--- src/rtl/led_sequencer.sv ---
// LED pattern generator: chase, bounce, breathe (PWM) and static modes, stepped
// by a free-running prescaler, with a ready/valid mode request applied on a step.
module led_sequencer #(
    parameter int NUM_LEDS      = 4,
    parameter int PRESCALE_BITS = 21,
    parameter int PWM_BITS      = 8,
    parameter bit ACTIVE_LOW    = 1'b1
) (
    input  logic                clock,
    input  logic                reset,
    input  logic [1:0]          mode_in,
    input  logic                mode_valid,
    output logic                mode_ready,
    input  logic [NUM_LEDS-1:0] pattern_in,
    output logic                step_tick,
    output logic [NUM_LEDS-1:0] leds
);
    localparam int POS_BITS = (NUM_LEDS > 1) ? $clog2(NUM_LEDS) : 1;

    localparam logic [POS_BITS-1:0]      POS_ONE   = POS_BITS'(1);
    localparam logic [POS_BITS-1:0]      POS_LAST  = POS_BITS'(NUM_LEDS - 1);
    localparam logic [PWM_BITS-1:0]      PWM_ONE   = PWM_BITS'(1);
    localparam logic [PWM_BITS-1:0]      DUTY_MAX  = '1;
    localparam logic [PRESCALE_BITS-1:0] PRE_ONE   = PRESCALE_BITS'(1);
    localparam logic [NUM_LEDS-1:0]      LIT_FIRST = NUM_LEDS'(1);
    localparam logic [NUM_LEDS-1:0]      LED_RESET = ACTIVE_LOW ? ~LIT_FIRST : LIT_FIRST;

    typedef enum logic [1:0] {
        MODE_CHASE   = 2'd0,
        MODE_BOUNCE  = 2'd1,
        MODE_BREATHE = 2'd2,
        MODE_STATIC  = 2'd3
    } mode_t;

    typedef enum logic {
        DIR_UP   = 1'b0,
        DIR_DOWN = 1'b1
    } dir_t;

    logic [PRESCALE_BITS-1:0] prescaler, prescaler_next;
    logic [PWM_BITS-1:0]      pwm_cnt, pwm_cnt_next;
    logic [PWM_BITS-1:0]      duty, duty_next;
    logic [POS_BITS-1:0]      pos, pos_next;
    dir_t                     dir, dir_next;
    mode_t                    mode, mode_next;
    logic [NUM_LEDS-1:0]      pattern, pattern_next;
    logic                     pending, pending_next;
    mode_t                    pend_mode, pend_mode_next;
    logic [NUM_LEDS-1:0]      pend_pattern, pend_pattern_next;
    logic                     step_tick_next;
    logic [NUM_LEDS-1:0]      lit, leds_next;
    logic                     tick;
    logic                     accept;

    assign tick       = (prescaler == '1);
    assign accept     = mode_valid & ~pending;
    assign mode_ready = ~pending;

    // State register.
    always_ff @(posedge clock) begin
        if (reset) begin
            prescaler    <= '0;
            pwm_cnt      <= '0;
            duty         <= '0;
            pos          <= '0;
            dir          <= DIR_UP;
            mode         <= MODE_CHASE;
            pattern      <= '0;
            pending      <= 1'b0;
            pend_mode    <= MODE_CHASE;
            pend_pattern <= '0;
            step_tick    <= 1'b0;
            leds         <= LED_RESET;
        end else begin
            // NOTE: non-blocking assignments so every register samples pre-edge values.
            prescaler    <= prescaler_next;
            pwm_cnt      <= pwm_cnt_next;
            duty         <= duty_next;
            pos          <= pos_next;
            dir          <= dir_next;
            mode         <= mode_next;
            pattern      <= pattern_next;
            pending      <= pending_next;
            pend_mode    <= pend_mode_next;
            pend_pattern <= pend_pattern_next;
            step_tick    <= step_tick_next;
            leds         <= leds_next;
        end
    end

    // Next-state logic.
    always_comb begin
        // NOTE: every target gets a hold default first so no path can infer a latch.
        prescaler_next    = prescaler + PRE_ONE;
        pwm_cnt_next      = pwm_cnt + PWM_ONE;
        step_tick_next    = tick;
        duty_next         = duty;
        pos_next          = pos;
        dir_next          = dir;
        mode_next         = mode;
        pattern_next      = pattern;
        pending_next      = pending;
        pend_mode_next    = pend_mode;
        pend_pattern_next = pend_pattern;

        if (tick) begin
            if (pending) begin
                mode_next    = pend_mode;
                pattern_next = pend_pattern;
                pos_next     = '0;
                dir_next     = DIR_UP;
                duty_next    = '0;
                pending_next = 1'b0;
            end else begin
                case (mode)
                    MODE_CHASE: begin
                        pos_next = (pos == POS_LAST) ? '0 : pos + POS_ONE;
                    end
                    MODE_BOUNCE: begin
                        if (NUM_LEDS == 1) begin
                            pos_next = '0;
                        end else if (dir == DIR_UP) begin
                            if (pos == POS_LAST) begin
                                dir_next = DIR_DOWN;
                                pos_next = pos - POS_ONE;
                            end else begin
                                pos_next = pos + POS_ONE;
                            end
                        end else begin
                            if (pos == '0) begin
                                dir_next = DIR_UP;
                                pos_next = pos + POS_ONE;
                            end else begin
                                pos_next = pos - POS_ONE;
                            end
                        end
                    end
                    MODE_BREATHE: begin
                        // Each end value is held for one extra step while dir turns.
                        if (dir == DIR_UP) begin
                            if (duty == DUTY_MAX) dir_next = DIR_DOWN;
                            else                  duty_next = duty + PWM_ONE;
                        end else begin
                            if (duty == '0) dir_next = DIR_UP;
                            else            duty_next = duty - PWM_ONE;
                        end
                    end
                    default: begin
                    end
                endcase
            end
        end

        // A request accepted on a tick edge waits for the following tick.
        if (accept) begin
            pending_next      = 1'b1;
            pend_mode_next    = mode_t'(mode_in);
            pend_pattern_next = pattern_in;
        end
    end

    // Output logic: lit pattern from current state, polarity applied before the register.
    always_comb begin
        lit = '0;
        case (mode)
            MODE_CHASE,
            MODE_BOUNCE:  lit = LIT_FIRST << pos;
            MODE_BREATHE: lit = {NUM_LEDS{pwm_cnt < duty}};
            default:      lit = pattern;
        endcase
        leds_next = ACTIVE_LOW ? ~lit : lit;
    end

endmodule
--- config.mk ---
export PLATFORM = sky130hd
export DESIGN_NAME = led_sequencer
export DESIGN_NICKNAME = d
export VERILOG_FILES = /design/src/rtl/led_sequencer.sv
export SDC_FILE = /design/constraint.sdc
export NUM_CORES = 1
export LEC_CHECK = 0
export ABC_AREA = 0
export BUFFER_PORTS_ARGS = -buffer_cell sky130_fd_sc_hd__buf_2
export CORE_UTILIZATION = 55
export CTS_BUF_LIST = sky130_fd_sc_hd__clkbuf_8
export CTS_CLUSTER_DIAMETER = 120
export DETAILED_ROUTE_END_ITERATION = 16
export GPL_TIMING_DRIVEN = 0
export PLACE_DENSITY = 0.76
export SLEW_MARGIN = 20
export SYNTH_ARGS = -nofsm -noshare
export SYNTH_HDL_FRONTEND = slang
export SYNTH_SLANG_ARGS = --single-unit
--- constraint.sdc ---
create_clock -name clock -period 1.94 [get_ports clock]
set_input_delay 0.582 -clock clock [delete_from_list [all_inputs] [get_ports clock]]
set_output_delay 0.582 -clock clock [all_outputs]
set_load 0.01 [all_outputs]
Word-level counts from Yosys, hierarchy flattened
Index checks and enable logic that the tools add are counted.
{"block": "totals", "register_bits": 58, "in_bits": 9, "out_inout_bits": 6, "word_cells": 64}
{"block": "op_classes", "add_sub_neg": 6, "n_lt_le_gt_ge": 1, "eq_ne": 7, "shifts": 1, "muxes": 22, "bitwise_logic": 3, "reduce_logical": 12}
{"op": "$mux W8", "count": 5}
{"op": "$add A21 B1 Y21 const B", "count": 1}
{"op": "$eq A21 B21 Y1 const B", "count": 1}
{"op": "$add A8 B1 Y8 const B", "count": 2}
{"op": "$mux W2", "count": 5}
{"op": "$mux W1", "count": 9}
{"op": "$eq A8 B8 Y1 const B", "count": 1}
{"op": "$logic_not A8 Y1", "count": 1}
{"op": "$lt A8 B8 Y1", "count": 1}
{"op": "$pmux W4 S2", "count": 1}
{"op": "$sub A8 B1 Y8 const B", "count": 1}
{"op": "$ne A3 B3 Y1 const B", "count": 2}
{"op": "$reduce_and A2 Y1", "count": 3}
{"op": "$reduce_bool A3 Y1", "count": 2}
{"op": "$eq A2 B2 Y1 const B", "count": 2}
{"op": "$logic_not A2 Y1", "count": 2}
{"op": "$not A4 Y4", "count": 1}
{"op": "$pmux W2 S2", "count": 1}
{"op": "$reduce_and A4 Y1", "count": 1}
{"op": "$reduce_bool A2 Y1", "count": 2}
{"op": "$shl A1 B2 Y4 const A", "count": 1}
{"op": "$add A2 B1 Y2 const B", "count": 1}
{"op": "$eq A2 B1 Y1 const B", "count": 1}
{"op": "$pmux W1 S2", "count": 1}
{"op": "other kinds (4)", "count": 4}

Longest topological paths before layout
Gate-level depths: netlist (run 1).
{"block": "logic_depth", "depth_word": 5, "ltp_mapped": 7, "ltp_nobuf": 7}

Worst setup path after synthesis (run 1)
Ideal clock, no wire load.
{"block": "synth_timing", "path_kind": "register to register", "from": "register prescaler[0]", "to": "register duty[7]", "setup_time_ns": 0.134, "arrival_time_ns": 1.954, "required_time_ns": 1.806, "setup_slack_ns": -0.148, "stages_incl_launch_ff": 7, "n_path_buf": 0, "period_less_slack_ns": 2.088, "cell_sequence": "dfxtp_1 -> ha_1 -> nand4_1 -> nor3_1 -> o2111ai_4 -> mux2i_1 -> or4_1"}
{"block": "synth_via", "elab_chain_len": 2}
{"element": "start, declared", "line": "40", "text": "logic [PRESCALE_BITS-1:0] prescaler, prescaler_next;"}
{"element": "start signal, assigned", "line": "76", "text": "prescaler <= prescaler_next;"}
{"element": "$eq A21 B21 Y1", "line": "55", "text": "assign tick = (prescaler == '1);"}
{"element": "$reduce_and A4 Y1 (no source line)"}
{"element": "end signal, assigned", "line": "78", "text": "duty <= duty_next;"}
{"element": "end, declared", "line": "42", "text": "logic [PWM_BITS-1:0] duty, duty_next;"}
No other way between the ends.
A chain may end at the register's enable or synchronous reset.

Final worst setup path (run 1)
{"block": "layout_timing", "from": "register prescaler[12]", "to": "register duty[7]"}
Same word-level chain as after synthesis.

==> Flow_metrics.wiki, run 1 <==
{| class="wikitable"
! Metric !! Value
|-
| Max Transition Viols Final || 0
|-
| Worst Hold Slack || 0.447 ns
|-
| Cts bufs inserted || 9
|-
| Top_reg_cell synth || dfxtp_1
|-
| Clock tree from TritonCTS || built
|-
| Xor and xnor fraction of the mapped netlist area || 8.19%
|-
| First-pass GRT wire length || 10400 microns
|-
| Max_slew headroom || 64.2%
|-
| Portion of the clock cycle consumed by the worst path in the final layout || 101%
|-
| Post-layout util || 70.5%
|-
| MaxCap Viol Count || 0
|-
| Portion of the post-synthesis area used by sequential elements || 38.8%
|-
| Vias after detailed routing || 2604
|-
| Net Count, Synth || 375
|-
| Area delta synth->final || 21.7%
|-
| Die area || 5740 sq um
|-
| Chip height || 75.8 microns
|-
| Outcome || finished with violations
|-
| Clock share of power || 46.6%
|-
| Fraction of the mapped netlist area in compound gates || 11.9%
|-
| Gp weighted congestion || 0.804
|-
| Number of antenna repair diodes || 0
|-
| Total congestion overflow after global routing || 0
|-
| Final setup violation count || 3
|-
| Ports placed on the boundary || 15
|-
| Element type at the critical path end || flip-flop
|-
| Cell accounting for the most synthesized area || dfxtp_1
|-
| Ys async rst share || 0%
|-
| Slew at the pin closest to its max-slew limit || 0.537 ns
|-
| Adder-cell share of the synthesized area || 9.02%
|-
| Comb pwr share || 4.5%
|-
| Clock transition at path regs || 0.07 ns
|-
| Max IR drop VDD || 0.000550 V
|-
| Power per unit of standard cell area || 687 nW/um^2
|-
| Mean routed wirelength per cell || 15.0 microns
|-
| Critical path class || flip-flop to flip-flop
|-
| Post-route antenna net violation count || 0
|-
| Count of state elements after synthesis || 58
|-
| Wire length after detailed routing || 6830 microns
|-
| Worst-path maximum fanout || 4
|-
| Average instance area after synthesis || 8.68 sq um
|-
| Mapped cell area || 3000 sq um
|-
| Multiplexer share of the synthesized area || 4.34%
|-
| Core Rows || 26
|-
| Detailed router's first-iteration violation count || 215
|-
| Data required time at the worst endpoint || 2.15 ns
|-
| First-pass detailed-route iteration total || 4
|-
| Post-Route Skew || 0.00810 ns
|-
| Minimum clock period || 1.96 ns
|-
| Effective utilization at floorplan || 57.9%
|-
| Basic-gate share of the synthesized area counting and, or, nand and nor cells || 23.9%
|-
| Area share of the largest cell type after synthesis || 38.8%
|-
| Worst setup SP type || flip-flop
|-
| Setup slack on the worst flop-to-flop path || -0.02 ns
|-
| Standby leakage power || 1.48 nW
|-
| Post-detailed-route DRC marker count || 0
|-
| Dominant combinational cell family by area after synthesis || simple AND/OR/NAND/NOR gates
|-
| Leading cell types by total area after synthesis || dfxtp_1, ha_1, nor2_1
|-
| Antenna violations before repair || 0
|-
| Core outline area || 5170 sq um
|-
| Total instance count after detailed placement || 429
|-
| Die extent in x || 75.8 microns
|-
| Via count of the first global-routing pass || 2338
|-
| Switching part of the total power || 22.2%
|-
| Internal power || 0.00195 W
|-
| Number of levels the H-tree was split into || 3
|-
| Count of buffers from port buffering || 14
|-
| Via/cell ratio || 5.72
|-
| Number of nets at the end of the flow || 410
|-
| Violated checks || negative setup slack
|-
| Maximum number of pins on one net before global-route repair || 11
|-
| Final non-filler cell total || 455
|-
| Number of flops mapped to enable cells by yosys || 0
|-
| Unique cell type count in the Yosys netlist || 47
|-
| Setup repair after global routing missed its margin || yes
|-
| GRT Overall Usage || 24.1%
|-
| Layout cell share with drive strength beyond 1 || 20.8%
|-
| Cell at the root of the clock tree || clkbuf_8
|-
| Number of sinks driven by the clock tree || 58
|-
| Detailed placer's ending HPWL || 4570 microns
|-
| Number of warnings reported in the yosys synthesis log || 0
|-
| Switching power summed over all nets || 0.000556 W
|-
| Clock insertion delay at the later pin of the skew report || 0.34 ns
|-
| Gate count of the mapped netlist || 345
|-
| FMAX || 509 MHz
|-
| Power share of the sequential group || 48.9%
|-
| Number of failing hold endpoints at the final stage || 0
|-
| Path category of the worst min-delay check || flip-flop to flip-flop
|-
| Final Worst Setup Slack || -0.0231 ns
|-
| Buffers from clock root to sink, at most || 2
|-
| Worst Path Arrival || 2.17 ns
|}
-- critical path, cell delays in order, from the launching register on --
cell	delay [ns]
dfxtp_1	0.38
nand2_1	0.23
nor4_4	0.39
o2111ai_4	0.18
mux2i_1	0.15
or4_1	0.51
-- per-layer routing --
layer / vias up / part of all wire [%] / GRT usage, %
li1: 1281 / - / -
met1: 1226 / 45 / 30.3
met2: 75 / 47 / 39.8
met3: 22 / 4.6 / 4.63
met4: 0 / 3.6 / 11.7
met5: - / 0 / 0
-- registers in the layout, indices dropped and copies added, names as in the netlist --
| name | flops |
|---|---|
| pend_mode | 2 |
| pattern | 4 |
| pos | 2 |
| pend_pattern | 4 |
| step_tick | 1 |
| pwm_cnt | 8 |
| pending | 1 |
| duty | 8 |
| mode | 2 |
| dir | 1 |
| prescaler | 21 |
| leds | 4 |
-- Yosys cell counts (all sizes together), types with 6 or more instances --
master and number:
a21oi 16, and3 6, clkbuf 10, dfxtp 58, ha 20, inv 18, mux2i 13, nand2 26
nand3 18, nand4 12, nor2 46, nor2b 6, nor3 12, xnor2 12, xor2 16
-- cell type report --
class                           count  area (sq um)
Multi-Input combinational cell    256          1890
Fill cell                         385          1530
Sequential cell                    58          1190
Clock buffer                       12           165
Timing Repair Buffer               26           160
Tap cell                           70          87.6
Inverter                           18          67.6
Clock inverter                      4          48.8
Buffer                             11          42.5
-- stage by stage --
step	total power, W	area, sq um	TNS, ns	setup WS (ns)
final	0.00250	3650	-0.0386	-0.0231
after detailed placement	0.00137	3180	-0.973	-0.286
after CTS	0.00252	3490	-0.101	-0.101
after floorplan	0.00133	3020	0	0.00146
after global placement	0.00136	3180	-0.974	-0.246
after global routing	0.00257	3650	-0.383	-0.117
-- path summary, 6_finish.rpt --
kind                             from                 endpoint  cells after the start
max reg2reg  prescaler[12]$_SDFF_PP0_     duty[7]$_SDFFE_PP0P_                      5
min           prescaler[0]$_SDFF_PP0_  prescaler[0]$_SDFF_PP0_                      1
max          prescaler[12]$_SDFF_PP0_     duty[7]$_SDFFE_PP0P_                      5
min reg2reg   prescaler[0]$_SDFF_PP0_  prescaler[0]$_SDFF_PP0_                      1
-- cell families after synthesis --
kind of cell | count (synthesis)
buffers and inverters | 31
AOI/OAI and AO/OA | 49
DFF | 58
and+or+nand+nor | 145
xor gates and xnor gates | 28
muxes | 13
adders and majority gates | 21
-- power by group through the flow --
stage,clock (W),combinational (W),sequential [W]
floorplan,0,0.0000771,0.00125
global placement,0,0.000108,0.00125
detailed placement,0,0.000111,0.00125
CTS,0.00118,0.000112,0.00123
global route,0.00122,0.000125,0.00123
finish,0.00117,0.000113,0.00122
-- what timing repair did --
action                                 4_1_cts  5_1_grt
pin swaps                                    4       10
hold buffers                                 0        0
buffers inserted                             3        9
resized for setup                           17       20
endpoints found under the hold margin        0        0
setup endpoints to repair                   16       21
-- layout by cell type, fill, tap and decap left out, drive strengths merged, types with 4 or more instances in the layout --
cell type / instances
a21o: 4
a21oi: 16
and3: 6
buf: 29
clkbuf: 20
dfxtp: 58
ha: 20
inv: 18
mux2i: 13
nand2: 26
nand3: 18
nand4: 12
nor2: 46
nor2b: 6
nor3: 12
o2111ai: 4
o21ai: 4
or3: 4
xnor2: 12
xor2: 16
Power figures use the tool's default switching activity.
==> run 2, diff against run 1 <==
PLACE_DENSITY = 0.73   (was 0.76)
clock period = 2 ns   (was 1.94 ns; I/O delays follow)
==> Flow_metrics.wiki, run 2 (synthesis results as in run 1) <==
{| class="wikitable"
! Metric !! Value
|-
| Endpoint with the worst hold slack || pwm_cnt[0]$_SDFF_PP0_
|-
| Critical path class || flip-flop to flip-flop
|-
| Violated checks || negative setup slack
|-
| Layout cell share with drive strength beyond 1 || 18.6%
|-
| Slew at the pin closest to its max-slew limit || 0.607 ns
|-
| Power per unit of standard cell area || 703 nW/um^2
|-
| Maximum number of pins on one net before global-route repair || 11
|-
| Portion of the clock cycle consumed by the worst path in the final layout || 101%
|-
| Worst Path Arrival || 2.23 ns
|-
| First-pass GRT wire length || 9890 microns
|-
| GRT Overall Usage || 23.6%
|-
| Register name with the most flops || prescaler
|-
| Category of cells accounting for the largest share of critical-path delay || simple AND/OR/NAND/NOR gates
|-
| Buffers plus inverters on the worst setup path || 0
|-
| Ports placed on the boundary || 15
|-
| Master of the slowest instance on the critical path || or4_1
|-
| Core outline area || 5170 sq um
|-
| Post-detailed-route DRC marker count || 0
|-
| Most frequent cells in the layout || nor2_1, dfxtp_1, nand2_1
|-
| Core Rows || 26
|-
| Number of levels the H-tree was split into || 3
|-
| First-pass detailed-route iteration total || 4
|-
| Startpoint of the worst register-to-register path || duty[1]$_SDFFE_PP0P_
|-
| Reg-to-reg endpoint || duty[7]$_SDFFE_PP0P_
|-
| Effective utilization at floorplan || 57.9%
|-
| Max Transition Viols Final || 0
|-
| Final setup violation count || 1
|-
| Wire length on met2 || 3070 microns
|-
| Worst-path maximum fanout || 5
|-
| Outcome || finished with violations
|-
| Worst setup SP type || flip-flop
|-
| Min-Delay Path Depth || 1
|-
| Clock transition at path regs || 0.07 ns
|-
| Data required time at the worst endpoint || 2.21 ns
|-
| Met1 routed wirelength after detailed routing || 3020 microns
|-
| Detailed placer's ending HPWL || 4270 microns
|-
| Setup repair after global routing missed its margin || yes
|-
| Post-Route Skew || 0.00783 ns
|-
| Area delta synth->final || 18.5%
|-
| Antenna violations before repair || 0
|-
| Biggest regs || prescaler: 21 flops, duty: 8 flops, pwm_cnt: 8 flops
|-
| Vias after detailed routing || 2523
|-
| Minimum clock period || 2.02 ns
|-
| Worst Reg2Reg Path Length in Cells || 5
|-
| Wire length after detailed routing || 6360 microns
|-
| Max FFs per register || 21
|-
| Most common cell after layout, fill and taps aside || nor2_1
|-
| Final Worst Setup Slack || -0.0191 ns
|-
| CP max stage delay || 0.53 ns
|-
| MaxCap Viol Count || 0
|-
| Mean routed wirelength per cell || 14.1 microns
|-
| Clock tree from TritonCTS || built
|-
| Max_slew headroom || 59.5%
|-
| Number of fillers in the final layout || 428
|-
| Standby leakage power || 1.44 nW
|-
| Via/cell ratio || 5.58
|-
| Number of failing hold endpoints at the final stage || 0
|-
| FMAX || 495 MHz
|-
| Number of sinks driven by the clock tree || 58
|-
| Via count of the first global-routing pass || 2177
|-
| Clock insertion delay at the later pin of the skew report || 0.34 ns
|-
| Worst Hold Slack || 0.466 ns
|-
| Cell breakdown of the critical path || nand4_1 -> or4_4 -> o2111ai_4 -> mux2i_1 -> or4_1
|-
| Top layer in use || met4
|-
| Die area || 5740 sq um
|-
| Path category of the worst min-delay check || flip-flop to flip-flop
|-
| Max IR drop VDD || 0.000530 V
|-
| Buffers from clock root to sink, at most || 2
|-
| Detailed route wirelength on metal3 || 224 microns
|-
| Setup slack on the worst flop-to-flop path || -0.02 ns
|-
| Cts bufs inserted || 9
|-
| Total chip power || 0.00249 W
|-
| Detailed router's first-iteration violation count || 173
|-
| Startpoint of the most critical hold path || pwm_cnt[0]$_SDFF_PP0_
|-
| Die extent in x || 75.8 microns
|-
| Element type at the critical path end || flip-flop
|-
| Cell at the root of the clock tree || clkbuf_8
|-
| Count of buffers from port buffering || 14
|-
| Post-route antenna net violation count || 0
|-
| Number of antenna repair diodes || 0
|-
| Total congestion overflow after global routing || 0
|-
| Chip height || 75.8 microns
|-
| Worst slack at placement || -0.363 ns
|-
| Hold-fix buffer count after cts || 0
|-
| Number of nets at the end of the flow || 408
|-
| Gp weighted congestion || 0.862
|}
## run 2: metal layers
metal,GRT usage (%),up-vias
met1,30.0,1202
met4,13.0,0
li1,-,1266
met2,37.1,51
met3,5.56,4
met5,0,-
## run 2: per-stage QoR
stage	std cells	setup TNS (ns)	area [sq um]	utilization, %
after floorplan	345	0	3000	-
after global placement	429	-1.60	3160	61.1
after detailed placement	429	-1.89	3160	61.1
after CTS	449	-0.0187	3480	67.2
after global routing	452	-0.322	3550	68.6
final	452	-0.0191	3550	68.6
## run 2: final cells by class
| cell class | instances | area, sq um | area share, % |
|---|---|---|---|
| clock inverter | 5 | 78.8 | 2.22 |
| buffer | 12 | 46.3 | 1.30 |
| multi-input combinational | 256 | 1810 | 51.1 |
| sequential | 58 | 1180 | 33.3 |
| inverter | 18 | 67.6 | 1.90 |
| clock buffer | 10 | 138 | 3.88 |
| timing repair buffer | 23 | 138 | 3.88 |
| tap | 70 | 87.6 | 2.47 |
## run 2: power breakdown
group          internal [W]  switching (W)  leakage [nW]
logic             0.0000455      0.0000651         0.855
registers           0.00117      0.0000152         0.477
clock network      0.000726       0.000468         0.112
## run 2: worst max path at each step
stage                                        from                  endpoint  slack [ns]  depth (start not counted)
after floorplan           prescaler[9]$_SDFF_PP0_      duty[7]$_SDFFE_PP0P_       0.002                          5
after global placement    prescaler[9]$_SDFF_PP0_      duty[7]$_SDFFE_PP0P_       -0.29                          5
after detailed placement  prescaler[9]$_SDFF_PP0_      duty[7]$_SDFFE_PP0P_       -0.36                          5
after CTS                 prescaler[0]$_SDFF_PP0_      duty[7]$_SDFFE_PP0P_       -0.01                          6
after global routing      prescaler[1]$_SDFF_PP0_  prescaler[20]$_SDFF_PP0_       -0.08                          8
final                        duty[1]$_SDFFE_PP0P_      duty[7]$_SDFFE_PP0P_       -0.02                          5
## run 2: what timing repair did
item | 4_1_cts | 5_1_grt
pin swaps | 4 | 7
setup endpoints to repair | 16 | 21
resized for setup | 14 | 16
buffers inserted | 5 | 4
gates cloned | 0 | 0
==> run 3, diff against run 2 <==
--- a/config.mk
+++ b/config.mk
@@ -9,2 +9,3 @@
 export BUFFER_PORTS_ARGS = -buffer_cell sky130_fd_sc_hd__buf_2
+export CORE_ASPECT_RATIO = 0.7
 export CORE_UTILIZATION = 55
==> constraint.sdc (replaced) <==
create_clock -name clock -period 2 [get_ports clock]
set_input_delay 0.3 -clock clock [delete_from_list [all_inputs] [get_ports clock]]
set_output_delay 0.3 -clock clock [all_outputs]
set_load 0.01 [all_outputs]
==> Flow_metrics.wiki, run 3 (synthesis results as in run 1) <==
{| class="wikitable"
! Metric !! Value
|-
| Outcome || finished, final reports clean
|-
| Switching power summed over all nets || 0.000583 W
|-
| Power share of the sequential group || 49.9%
|-
| Effective utilization at floorplan || 57.3%
|-
| Max_slew headroom || 56.7%
|-
| Power per unit of standard cell area || 671 nW/um^2
|-
| Biggest regs || prescaler: 21 flops, duty: 8 flops, pwm_cnt: 8 flops
|-
| Count of buffers from port buffering || 14
|-
| Post-Route Skew || 0.00867 ns
|-
| Gp weighted congestion || 0.854
|-
| Min-Delay Path Depth || 2
|-
| Layout cell share with drive strength beyond 1 || 18.7%
|-
| Buffers from clock root to sink, at most || 2
|-
| Number of gates on the worst path with buffers counted || 6
|-
| Clock tree from TritonCTS || built
|-
| Via count of the first global-routing pass || 2271
|-
| Cell breakdown of the critical path || ha_4 -> nand4_1 -> nor3_4 -> o2111ai_4 -> mux2i_1 -> or4_1
|-
| Mean routed wirelength per cell || 14.8 microns
|-
| Vias after detailed routing || 2514
|-
| Buffers plus inverters on the worst setup path || 0
|-
| Number of nets at the end of the flow || 404
|-
| Area delta synth->final || 18.4%
|-
| Post-detailed-route DRC marker count || 0
|-
| FMAX || 505 MHz
|-
| Slew at the pin closest to its max-slew limit || 0.649 ns
|-
| Master of the slowest instance on the critical path || or4_1
|-
| Maximum number of pins on one net before global-route repair || 13
|-
| Worst slack at placement || -0.264 ns
|-
| Post-route antenna net violation count || 0
|-
| Number of sinks driven by the clock tree || 58
|-
| Most common cell after layout, fill and taps aside || dfxtp_1
|-
| GRT Overall Usage || 24.9%
|-
| Clock transition at path regs || 0.07 ns
|-
| Internal power || 0.00180 W
|-
| Most frequent cells in the layout || dfxtp_1, nor2_1, nand2_1
|-
| Setup repair after global routing missed its margin || yes
|-
| Final setup violation count || 0
|-
| Number of failing hold endpoints at the final stage || 0
|-
| CP max stage delay || 0.45 ns
|-
| Die extent in x || 90.2 microns
|-
| Worst setup SP type || flip-flop
|-
| First-pass GRT wire length || 11000 microns
|-
| Portion of the clock cycle consumed by the worst path in the final layout || 99.0%
|-
| Data required time at the worst endpoint || 2.22 ns
|-
| Switching part of the total power || 24.5%
|-
| Path category of the worst min-delay check || primary input to flip-flop
|-
| Detailed router's first-iteration violation count || 199
|-
| Final Worst Setup Slack || 0.0195 ns
|-
| Number of antenna repair diodes || 0
|-
| Chip height || 63.7 microns
|-
| Hold-fix buffer count after cts || 0
|-
| Post-layout util || 67.8%
|-
| Die area || 5750 sq um
|-
| Worst Reg2Reg Path Length in Cells || 6
|-
| Core Rows || 22
|-
| Sum of negative setup slack || 0 ns
|-
| Max Transition Viols Final || 0
|-
| MaxCap Viol Count || 0
|-
| Comb pwr share || 4.6%
|-
| Critical path class || flip-flop to flip-flop
|-
| Total chip power || 0.00238 W
|-
| Worst Path Arrival || 2.20 ns
|-
| Clock insertion delay at the later pin of the skew report || 0.34 ns
|-
| Cell at the root of the clock tree || clkbuf_8
|-
| Standby leakage power || 1.40 nW
|-
| Detailed placer's ending HPWL || 4640 microns
|-
| Minimum clock period || 1.98 ns
|-
| Cts bufs inserted || 9
|-
| Antenna violations before repair || 0
|-
| Ports placed on the boundary || 15
|-
| Element type at the critical path end || flip-flop
|-
| Total congestion overflow after global routing || 0
|-
| Worst-path maximum fanout || 3
|-
| Wire length after detailed routing || 6670 microns
|-
| Number of levels the H-tree was split into || 3
|-
| Max IR drop VDD || 0.000640 V
|-
| Core outline area || 5230 sq um
|-
| Max FFs per register || 21
|-
| First-pass detailed-route iteration total || 4
|-
| Register name with the most flops || prescaler
|-
| Clock share of power || 45.5%
|-
| Via/cell ratio || 5.57
|-
| Category of cells accounting for the largest share of critical-path delay || simple AND/OR/NAND/NOR gates
|}
==> run 3: through the flow <==
| step | hold WS, ns | instance area, sq um | instances |
|---|---|---|---|
| 6_report | 0.191 | 3550 | 451 |
| 5_1_grt | 0.179 | 3550 | 451 |
| 4_1_cts | 0.179 | 3440 | 450 |
| 3_5_place_dp | 0.448 | 3160 | 431 |
| 3_3_place_gp | 0.445 | 3160 | 431 |
| 2_1_floorplan | 0.410 | 3000 | 345 |
==> run 3: final cells by class <==
class | count | area (sq um)
Multi-Input combinational cell | 256 | 1850
Fill cell | 420 | 1680
Sequential cell | 58 | 1180
Clock buffer | 9 | 124
Timing Repair Buffer | 19 | 111
Tap cell | 72 | 90.1
Clock inverter | 7 | 77.6
Inverter | 18 | 67.6
Buffer | 12 | 46.3
==> run 3: power groups by stage <==
| stage | logic (W) | registers, W | clock network [W] |
|---|---|---|---|
| 3_5_place_dp | 0.000106 | 0.00121 | 0 |
| 6_report | 0.000109 | 0.00119 | 0.00108 |
| 4_1_cts | 0.000107 | 0.00119 | 0.00111 |
| 3_3_place_gp | 0.000102 | 0.00121 | 0 |
| 2_1_floorplan | 0.0000737 | 0.00121 | 0 |
| 5_1_grt | 0.000122 | 0.00119 | 0.00117 |
==> run 3: path summary, 6_finish.rpt <==
path	from	end	slack, ns
hold / removal	mode_valid	pending$_SDFFE_PP0P_	0.19
setup / recovery	prescaler[1]$_SDFF_PP0_	duty[7]$_SDFFE_PP0P_	0.02
setup reg to reg	prescaler[1]$_SDFF_PP0_	duty[7]$_SDFFE_PP0P_	0.02
hold reg to reg	prescaler[0]$_SDFF_PP0_	prescaler[0]$_SDFF_PP0_	0.44
==> run 3: metal layers <==
layer	vias to the layer above	track usage (%)	part of all wire, %
met3	11	8.69	5.5
met5	-	0	0
met2	61	36.2	43
li1	1266	-	-
met4	0	9.07	1.9
met1	1176	34.2	50
==> run 3: what timing repair did <==
| item | in CTS | in global routing |
|---|---|---|
| resized for setup | 12 | 24 |
| hold endpoints to repair | 0 | 0 |
| endpoints found under the setup margin | 14 | 24 |
| buffers inserted | 4 | 1 |
| pin swaps | 4 | 9 |
